**src/rtl/message_unpadder.sv**
```systemverilog
// Strips SHA-256 padding from one 512-bit block streamed in as 16 words and re-emits the message words.
// Define UNPADDER_CHECK_EN to also validate the 1-marker bit and the zero field that follows it.
module message_unpadder #(
   parameter int PADDED_BITS = 512,
   parameter int WORD_BITS   = 32
) (
   input  logic                 clk,
   input  logic                 rst,
   input  logic                 in_valid,
   output logic                 in_ready,
   input  logic [WORD_BITS-1:0] in_word,
   output logic                 out_valid,
   input  logic                 out_ready,
   output logic [WORD_BITS-1:0] out_word,
   output logic [3:0]           out_keep,
   output logic                 out_last,
   output logic [8:0]           msg_len,
   output logic                 done,
   output logic                 err
);
   localparam int NUM_WORDS = PADDED_BITS / WORD_BITS;
   // Longest message that still leaves room for the marker byte and the 64-bit length.
   localparam int MAX_LEN   = PADDED_BITS - 72;

   typedef enum logic [1:0] {COLLECT, CHECK, EMIT, ERROR} state_t;

   state_t               state;
   logic [3:0]           in_cnt;
   logic [3:0]           emit_idx;
   logic [3:0]           last_idx;
   logic [WORD_BITS-1:0] buffer [NUM_WORDS];

   logic [8:0]           len_c;
   logic [8:0]           len_m1;
   logic [3:0]           last_c;
   logic [3:0]           emit_next;
   logic                 len_ok;
   logic                 blk_ok;
   logic [3:0]           word_sel;
   logic                 sel_is_last;
   logic [3:0]           keep_sel;
   logic [WORD_BITS-1:0] word_sel_masked;

   // Bytes kept in the final word, MSB byte first; a whole word is kept when L is a multiple of 32.
   function automatic logic [3:0] keep_of(input logic [8:0] len);
      case (len[4:3])
         2'd1:    keep_of = 4'b1000;
         2'd2:    keep_of = 4'b1100;
         2'd3:    keep_of = 4'b1110;
         default: keep_of = 4'b1111;
      endcase
   endfunction

   function automatic logic [WORD_BITS-1:0] mask_word(input logic [WORD_BITS-1:0] w,
                                                      input logic [3:0] keep);
      for (int b = 0; b < 4; b++)
         mask_word[b*8 +: 8] = keep[b] ? w[b*8 +: 8] : 8'h00;
   endfunction

   assign in_ready  = (state == COLLECT) && !rst;
   assign len_c     = buffer[NUM_WORDS-1][8:0];
   assign len_m1    = len_c - 9'd1;
   assign last_c    = 4'(len_m1 >> 5);
   assign emit_next = emit_idx + 4'd1;
   assign len_ok    = (buffer[NUM_WORDS-2] == '0) &&
                      (buffer[NUM_WORDS-1] <= WORD_BITS'(MAX_LEN)) &&
                      (buffer[NUM_WORDS-1][2:0] == 3'd0);

`ifdef UNPADDER_CHECK_EN
   logic pad_ok;

   always_comb begin
      pad_ok = 1'b1;
      for (int i = 64; i < PADDED_BITS; i++) begin
         if (i == PADDED_BITS - 1 - int'(len_c)) begin
            if (!buffer[(PADDED_BITS-1-i)/WORD_BITS][i%WORD_BITS]) pad_ok = 1'b0;
         end else if (i < PADDED_BITS - 1 - int'(len_c)) begin
            if (buffer[(PADDED_BITS-1-i)/WORD_BITS][i%WORD_BITS]) pad_ok = 1'b0;
         end
      end
   end

   assign blk_ok = len_ok && pad_ok;
`else
   assign blk_ok = len_ok;
`endif

   // Next beat to present: word 0 when leaving CHECK, otherwise the word after the one just taken.
   always_comb begin
      // NOTE: every always_comb output gets a default first so no path can infer a latch.
      word_sel    = 4'd0;
      sel_is_last = 1'b0;
      keep_sel    = 4'b1111;
      if (state == CHECK) begin
         sel_is_last = (last_c == 4'd0);
         if (sel_is_last) keep_sel = keep_of(len_c);
      end else begin
         word_sel    = emit_next;
         sel_is_last = (emit_next == last_idx);
         if (sel_is_last) keep_sel = keep_of(msg_len);
      end
      word_sel_masked = mask_word(buffer[word_sel], keep_sel);
   end

   // NOTE: the block buffer is plain storage with no reset; the FSM never reads stale words.
   always_ff @(posedge clk) begin
      if (in_valid && in_ready) buffer[in_cnt] <= in_word;
   end

   // NOTE: all sequential state uses non-blocking assignments so every register samples pre-edge values.
   always_ff @(posedge clk or posedge rst) begin
      if (rst) begin
         state     <= COLLECT;
         in_cnt    <= 4'd0;
         emit_idx  <= 4'd0;
         last_idx  <= 4'd0;
         out_valid <= 1'b0;
         out_word  <= '0;
         out_keep  <= 4'd0;
         out_last  <= 1'b0;
         msg_len   <= 9'd0;
         done      <= 1'b0;
         err       <= 1'b0;
      end else begin
         done <= 1'b0;
         err  <= 1'b0;
         case (state)
            COLLECT: begin
               if (in_valid) begin
                  if (in_cnt == 4'd0) msg_len <= 9'd0;
                  in_cnt <= in_cnt + 4'd1;
                  if (in_cnt == 4'(NUM_WORDS-1)) state <= CHECK;
               end
            end
            CHECK: begin
               if (!blk_ok) begin
                  err     <= 1'b1;
                  msg_len <= 9'd0;
                  state   <= ERROR;
               end else if (len_c == 9'd0) begin
                  msg_len <= 9'd0;
                  done    <= 1'b1;
                  state   <= COLLECT;
               end else begin
                  msg_len   <= len_c;
                  last_idx  <= last_c;
                  emit_idx  <= 4'd0;
                  out_valid <= 1'b1;
                  out_word  <= word_sel_masked;
                  out_keep  <= keep_sel;
                  out_last  <= sel_is_last;
                  state     <= EMIT;
               end
            end
            EMIT: begin
               if (out_ready) begin
                  if (out_last) begin
                     out_valid <= 1'b0;
                     out_word  <= '0;
                     out_keep  <= 4'd0;
                     out_last  <= 1'b0;
                     done      <= 1'b1;
                     state     <= COLLECT;
                  end else begin
                     emit_idx <= emit_next;
                     out_word <= word_sel_masked;
                     out_keep <= keep_sel;
                     out_last <= sel_is_last;
                  end
               end
            end
            ERROR:   state <= COLLECT;
            default: state <= COLLECT;
         endcase
      end
   end

endmodule

```
**config.mk**
```make
export PLATFORM = sky130hd
export DESIGN_NAME = message_unpadder
export DESIGN_NICKNAME = d
export VERILOG_FILES = /design/src/rtl/message_unpadder.sv
export SDC_FILE = /design/constraint.sdc
export NUM_CORES = 1
export LEC_CHECK = 0
export CORE_AREA = 2 2 235 237
export CTS_CLUSTER_DIAMETER = 120
export DETAILED_ROUTE_END_ITERATION = 7
export DIE_AREA = 0 0 237 239
export GPL_ROUTABILITY_DRIVEN = 0
export GPL_TIMING_DRIVEN = 0
export REMOVE_ABC_BUFFERS = 1
export SYNTH_ARGS = -nofsm -noshare
export SYNTH_HDL_FRONTEND = slang
export SYNTH_SLANG_ARGS = --single-unit
```
**constraint.sdc**
```tcl
create_clock -name clk -period 4.3 [get_ports clk]
set_clock_uncertainty 0.05 [all_clocks]
set_input_delay 0.86 -clock clk [delete_from_list [all_inputs] [get_ports clk]]
set_output_delay 0.86 -clock clk [all_outputs]
set_load 0.02 [all_outputs]
```
==> results of run 1 <==
[cells in the mapped netlist, types with 14 or more instances]
cell type | n | area share
nand3_1 | 45 | 0.0098
o221ai_1 | 16 | 0.0061
a311oi_1 | 74 | 0.028
inv_1 | 14 | 0.0023
nor2_1 | 37 | 0.0060
o21ai_0 | 31 | 0.0067
a211oi_1 | 50 | 0.016
nand2_1 | 268 | 0.044
edfxtp_1 | 512 | 0.67
clkbuf_1 | 64 | 0.010
mux2i_1 | 37 | 0.016
a31oi_1 | 16 | 0.0043
dfrtp_1 | 63 | 0.068
o22ai_1 | 24 | 0.0065
buf_2 | 26 | 0.0056
o41ai_1 | 14 | 0.0053
mux4_2 | 29 | 0.028
nor2b_1 | 44 | 0.012
[routing by layer]
metal  global-route usage  vias to the layer above  part of all wire
li1                     -                     6155                 -
met1                0.306                     7183              0.45
met3               0.0313                       97             0.060
met5                    0                        -           0.00064
met4               0.0633                        6             0.022
met2                0.353                      480              0.47
[power by group]
group	total, mW	internal, mW	leakage [nW]	switching [mW]
Combinational	5.48	2.13	2.64	3.35
Sequential	6.71	6.45	5.40	0.260
Clock	5.00	2.91	0.912	2.09
[layout by cell type (no fill, tap or decap), types with 7 or more instances in the layout]
master	count
mux4_2	29
edfxtp_1	512
clkdlybuf4s50_1	85
xnor2_1	8
nor2_1	24
nor2_4	14
nor4_1	13
clkinv_1	7
o22ai_1	24
a22o_1	8
nand2_1	268
nand3_1	45
ha_1	12
inv_1	13
clkbuf_1	19
mux2i_1	37
clkbuf_16	58
o221ai_1	16
o41ai_1	14
o21ai_0	31
a21oi_1	12
clkinv_2	12
buf_6	15
a311oi_1	74
buf_16	13
a211oi_1	50
buf_12	17
nor2b_1	43
and2_1	12
dfrtp_1	62
o31ai_1	10
a31oi_1	16
[stage by stage]
step	utilization	instance area [µm²]	setup TNS, ps	hold WS (ps)
final	0.503	27300	0	422
after global routing	0.503	27300	0	457
after CTS	0.503	27300	0	429
after detailed placement	0.468	25400	-3320	416
after global placement	0.448	24400	-1245170	410
after floorplan	-	22600	-112060	419
[worst max-delay path, cell delays in order (launching register included)]
cell	delay, ps
dfrtp_1	380
inv_1	100
ha_1	870
clkinv_2	730
nand3_1	310
nor3_2	110
a2111oi_4	1070
a32o_1	290
[state kept, by name, indices dropped and copies added, names as in the netlist]
register,cells
out_last,1
emit_idx,4
done,1
last_idx,4
out_word,32
msg_len,9
buffer,512
out_valid,1
out_keep,4
in_cnt,4
state,2
err,1
[cells by family (layout without fill, tap and decap cells)]
group | Yosys count | count (layout)
flops | 575 | 575
simple gates | 452 | 452
compound gates | 288 | 288
buf+inv | 117 | 256
mux | 70 | 70
fa+ha+maj | 13 | 13
xor+xnor | 13 | 13
[worst min-delay path by stage]
stage | startpoint | end | cells past startpoint
finish | out_word[27]$_DFFE_PP0P_ | out_word[27]$_DFFE_PP0P_ | 2
global route | out_keep[2]$_DFFE_PP0P_ | out_keep[2]$_DFFE_PP0P_ | 1
CTS | out_keep[0]$_DFFE_PP0P_ | out_keep[0]$_DFFE_PP0P_ | 1
detailed placement | out_word[27]$_DFFE_PP0P_ | out_word[27]$_DFFE_PP0P_ | 2
global placement | out_word[14]$_DFFE_PP0P_ | out_word[14]$_DFFE_PP0P_ | 2
floorplan | last_idx[0]$_DFFE_PP0P_ | last_idx[0]$_DFFE_PP0P_ | 2
[layout make-up]
type,instances,area (µm²),share of cell area
clock buffer,81,1580,0.0578
clock inverter,27,293,0.0107
inverter,16,63.8,0.00234
multi-input combinational,836,5800,0.212
sequential,575,17000,0.621
tap,704,881,0.0322
timing repair buffer,132,1750,0.0640
[repair_timing]
item / in CTS / in global routing
endpoints found under the hold margin: 0 / 0
endpoints found under the setup margin: 19 / 0
gates resized for setup: 1 / 0
hold buffers: 0 / 0
==> reports/metrics.cfg, run 1 <==
[outcome]
status=finished clean

[cts]
cts_sinks=575
htreeDepth=2
numCtsBuffers=58
clock_latency_ps=620
path_clk_slew_ps=60
cts_tree=done
cts_setup_buffers=0
clock_path_buffers=3
cts_root_buf=clkbuf_16

[placement]
post-dp-hpwl_mm=37.1
dp_cells=2263
pre_cts_ws_ps=-243
io_buffers=85

[critical_path]
r2r_slack_ps=260
setup.worst_path.start=state[1]$_DFFE_PP0P_
critPathArrivalTime_ps=4520
r2r_cells=7
worstSetupPathType=reg2reg
crit_required_ps=4780
r2r_start=state[1]$_DFFE_PP0P_
worstReg2RegEnd=out_word[7]$_DFFE_PP0P_
path_max_fanout=17
critPathCapture=out_word[7]$_DFFE_PP0P_
cp-end-kind=flip-flop
start_kind=flip-flop

[sta]
rsz0062_at_grt=false
max_freq_mhz=248
slew_headroom=0.207
tightest_slew_ps=1190
hold_violations=0
slew_violations=0
worst_slack_ps=261
setup_viol=0
period_share=0.939
period_minus_slack_ps=4040

[final_layout]
num-nets-final=1668
area_growth_pct=18.5
drive_gt1_frac=0.119
diodes=0
fill_cells=4451
final_cells=2371

[power_and_ir_drop]
total_power_mw=17.2
pwr_density_cell_nw_per_um2=629
leakagePower_nw=8.95
worst_ir_drop_vdd_mv=0.394

[min_path]
hp-class=reg2reg

[yosys]
yosys.area_share.simple=0.0890
ys_seq_area_frac=0.735
synth_ff_type=edfxtp_1
yosysWarnings=0
synthMuxAreaShare=0.0465
syn_inst=1528
synth-compound-area-share=0.0961
synth_fa_ha_area_frac=0.00706
synth_top_family_by_area=compound AO/OA/AOI/OAI gates
async_flop_share=0.110
syn_area_per_cell_um2=15.1
ys_ff_latch=575
synth_edf_count=512
synth_area_um2=23100
synth_cell_types=65
synth-xor-area-share=0.00554

[floorplan]
ioPinCount=86
initial_core_util=0.424
die_w_um=237
die-area_um2=56600
die_h_um=239
rows=86
core_area_um2=54300

[detailed_routing]
drtAntennaViolNets=0
drtIter0Drc=1462
routed_wl_mm=60.9
wire_per_inst_um=25.7
drc_errors=0
dr.pass1.iters=7
vias_per_cell=5.87
vias=13921

[run]
cap_violations=0

[grt]
grt_max_degree=69
antenna_found_initial=3
grt_pass1_vias=13664
track_usage=0.217
grt_overflow=0
grt_pass1_wl_mm=90.2

(Power assumes the default switching activity.)
==> run 2, diff against run 1 <==
--- a/config.mk
+++ b/config.mk
@@ -5,10 +5,11 @@
 export SDC_FILE = /design/constraint.sdc
 export NUM_CORES = 1
 export LEC_CHECK = 0
-export CORE_AREA = 2 2 235 237
+export ABC_AREA = 1
+export CORE_AREA = 2 2 316 318
 export CTS_CLUSTER_DIAMETER = 120
 export DETAILED_ROUTE_END_ITERATION = 7
-export DIE_AREA = 0 0 237 239
+export DIE_AREA = 0 0 318 320
 export GPL_ROUTABILITY_DRIVEN = 0
 export GPL_TIMING_DRIVEN = 0
 export REMOVE_ABC_BUFFERS = 1
==> run 2 against run 1 <==
Against the previous run: clock power is 4.6% lower; sequential share of layout area is 2.0 points lower; fmax is 7.7% higher; highest routed layer unchanged.
==> reports/metrics.cfg, run 2 <==
[outcome]
status=finished clean  ; unchanged

[cts]
hold_buffers=0  ; unchanged
numCtsBuffers=58  ; unchanged
path_clk_slew_ps=60  ; about the same
cts_tree=done  ; unchanged
ctsResizeCount=0  ; was 1
clock_path_buffers=3  ; unchanged
cts_setup_buffers=0  ; unchanged
clock_latency_ps=640  ; was 620 ps
htreeDepth=2  ; unchanged
cts_sinks=575  ; unchanged
cts_root_buf=clkbuf_16  ; unchanged

[placement]
dp_cells=3279  ; was 2263
pre_cts_ws_ps=564  ; was -243 ps
post-dp-hpwl_mm=38.1  ; was 37.1 mm
io_buffers=85  ; unchanged

[critical_path]
cp_slowest_cell=ha_1  ; was a2111oi_4
path_cells=inv_1 > ha_1 > inv_6 > nand2_8 > buf_16 > inv_4 > buf_16 > nand3_1 > nand3_1 > nand2_1 > nand2_1 > o31ai_1 > nand2_1 > nand2_1  ; was inv_1 > ha_1 > clkinv_2 > nand3_1 > nor3_2 > a2111oi_4 > a32o_1
cp-end-kind=flip-flop  ; unchanged
worstSetupPathType=reg2reg  ; unchanged
crit_family=buffers and inverters  ; was compound AO/OA/AOI/OAI gates
path_max_fanout=115  ; was 17
cp.buffers_inverters=5  ; was 2
cpPeakStageDelay_ps=630  ; was 1070 ps
critPathArrivalTime_ps=4270  ; was 4520 ps
crit_required_ps=4820  ; was 4780 ps
cpMostUsedCell=nand2_1
start_kind=flip-flop  ; unchanged

[yosys]
synth.area.top_cells=edfxtp_1 (65%), nand2_1 (8.6%), dfrtp_1 (6.7%)  ; was edfxtp_1 (67%), dfrtp_1 (6.8%), nand2_1 (4.4%)
synth_ff_type=edfxtp_1  ; unchanged
syn_inst=1964  ; was 1528
synth_top_area_cell=edfxtp_1  ; unchanged
synth_top_area_frac=0.655  ; was 0.667
ys_ff_latch=575  ; unchanged
synth_edf_count=512  ; unchanged
synthTopCellsByCount=nand2_1 (538), edfxtp_1 (512), nand3_1 (259), nor2_1 (140), o21ai_0 (69)  ; was edfxtp_1 (512), nand2_1 (268), a311oi_1 (74), clkbuf_1 (64), dfrtp_1 (63)
synth_cell_types=38  ; was 65
syn_area_per_cell_um2=12.0  ; was 15.1 µm²
ys_seq_area_frac=0.722  ; was 0.735
yosysMostFrequentCell=nand2_1  ; was edfxtp_1
yosysWarnings=0  ; unchanged
synth_area_um2=23500  ; was 23100 µm²
async_flop_share=0.110  ; unchanged

[detailed_routing]
routed_wl_mm=62.7  ; was 60.9 mm
drc_errors=0  ; unchanged
drtIter0Drc=1489  ; was 1462
drtAntennaViolNets=0  ; unchanged
vias=15132  ; was 13.9k
wire_per_inst_um=18.5  ; was 25.7 µm
dr.pass1.iters=7  ; unchanged
vias_per_cell=4.47  ; was 5.87

[sta]
rsz0062_at_grt=false  ; unchanged
hold_violations=0  ; unchanged
slew_violations=0  ; unchanged
max_freq_mhz=267  ; was 248 MHz
slew_headroom=0.136  ; was 0.207
tightest_slew_ps=1290  ; was 1190 ps
tns_ps=0  ; unchanged
setup_viol=0  ; unchanged
worst_slack_ps=548  ; was 261 ps
period_share=0.873  ; was 0.939
worst_hold_slack_ps=429  ; was 422 ps
period_minus_slack_ps=3750  ; was 4040 ps

[floorplan]
initial_core_util=0.240  ; was 0.424
ioPinCount=86  ; unchanged
rows=115  ; was 86
die_h_um=320  ; was 239 µm
die_w_um=318  ; was 237 µm
die-area_um2=102000  ; was 56600 µm²
core_area_um2=98000  ; was 54300 µm²

[min_path]
hp-class=reg2reg  ; unchanged

[power_and_ir_drop]
switching_share=0.354  ; was 0.332
internal_power_mw=10.9  ; was 11.5 mW
p_switching_mw=5.99  ; was 5.70 mW
worst_ir_drop_vdd_mv=0.557  ; was 0.394 mV
leakagePower_nw=9.82  ; was 8.95 nW
p_comb_frac=0.327  ; was 0.319
seqPwrFrac=0.391  ; was 0.390
pwr_density_cell_nw_per_um2=600  ; was 629 nW/µm²
clkPwrFrac=0.282  ; was 0.291

[final_layout]
fill_cells=9847  ; was 4451
reg_top3=buffer: 512 flops, out_word: 32 flops, msg_len: 9 flops  ; unchanged
diodes=0  ; unchanged
final_cells=3384  ; was 2371
area_growth_pct=20.1  ; was 18.5%
drive_gt1_frac=0.0935  ; was 0.119
post-route-util=0.288  ; was 0.503
num-nets-final=2101  ; was 1668
largest_register=buffer  ; unchanged
final_common_cell=nand2_1  ; was edfxtp_1
largest_reg_flops=512  ; unchanged
layout_common_cells=nand2_1 (538), edfxtp_1 (512), nand3_1 (258)  ; was edfxtp_1 (512), nand2_1 (268), clkdlybuf4s50_1 (85)

[grt]
grt_overflow=0  ; unchanged
track_usage=0.122  ; was 0.217
grt_max_degree=141  ; was 69
antenna_found_initial=7  ; was 3
grt_busiest_layer=met2  ; unchanged
met1_usage=0.170  ; was 0.306
grt_use_met3=0.0264  ; was 0.0313
grt_pass1_wl_mm=93.9  ; was 90.2 mm
met2_usage=0.187  ; was 0.353
grt_pass1_vias=14550  ; was 13.7k

[run]
cap_violations=0  ; unchanged

## run 2: cell types whose count changed after synthesis, sizes merged, moves of 56 or more
cell / change
o211ai: +66
o21ai: +56
nor2: +108
a311oi: -74
nand2: +274
nand3: +214
## run 2: final cells by class
| type | count | area, µm² | area share |
|---|---|---|---|
| Clock buffer | 77 | 1520 | 0.0540 |
| Clock inverter | 28 | 255 | 0.00905 |
| Inverter | 43 | 179 | 0.00634 |
| Multi-Input combinational cell | 1237 | 5960 | 0.211 |
| Sequential cell | 575 | 17000 | 0.601 |
| Tap cell | 1287 | 1610 | 0.0571 |
| Timing Repair Buffer | 137 | 1720 | 0.0610 |
## run 2: per-stage QoR
step | power, mW | instance area (µm²)
after floorplan | 10.1 | 22900
after global placement | 12.1 | 25400
after detailed placement | 12.3 | 26400
after CTS | 17.1 | 28200
after global routing | 17.9 | 28200
final | 16.9 | 28200
## run 2: cells by family after synthesis
| family | synth area share |
|---|---|
| AOI/OAI and AO/OA | 0.0581 |
| xor gates and xnor gates | 0.00261 |
| adders and majority gates | 0.00693 |
| buffers and inverters | 0.0303 |
| DFF | 0.722 |
| and+or+nand+nor | 0.180 |
## run 2: worst min-delay path: cells and delay by family (launching register included)
family	cells	cell delay [ps]
flops	1	340
simple gates	2	110
## run 2: worst paths after layout
check | endpoint | cells past startpoint | start | slack (ps)
hold reg to reg | out_word[5]$_DFFE_PP0P_ | 2 | out_word[5]$_DFFE_PP0P_ | 430
setup / recovery | out_word[2]$_DFFE_PP0P_ | 14 | state[1]$_DFFE_PP0P_ | 550
hold / removal | out_word[5]$_DFFE_PP0P_ | 2 | out_word[5]$_DFFE_PP0P_ | 430
max in group asynchronous | out_word[6]$_DFFE_PP0P_ | 3 | rst | 2640
setup reg to reg | out_word[2]$_DFFE_PP0P_ | 14 | state[1]$_DFFE_PP0P_ | 550
min in group asynchronous | out_word[21]$_DFFE_PP0P_ | 2 | rst | 970
## run 2: metal layers
layer | part of all wire | wire [µm] | vias up
met1 | 0.46 | 28600 | 7472
met2 | 0.45 | 28100 | 420
met5 | 0.0014 | 86 | -
met4 | 0.024 | 1510 | 14
li1 | - | - | 7129
met3 | 0.069 | 4320 | 97
## run 2: power groups by stage
| stage | Clock (mW) | Combinational (mW) | Sequential, mW |
|---|---|---|---|
| CTS | 4.85 | 5.63 | 6.61 |
| global route | 5.07 | 6.20 | 6.65 |
| detailed placement | 0 | 5.61 | 6.73 |
| finish | 4.77 | 5.54 | 6.61 |
| floorplan | 0 | 3.19 | 6.92 |
| global placement | 0 | 5.33 | 6.73 |
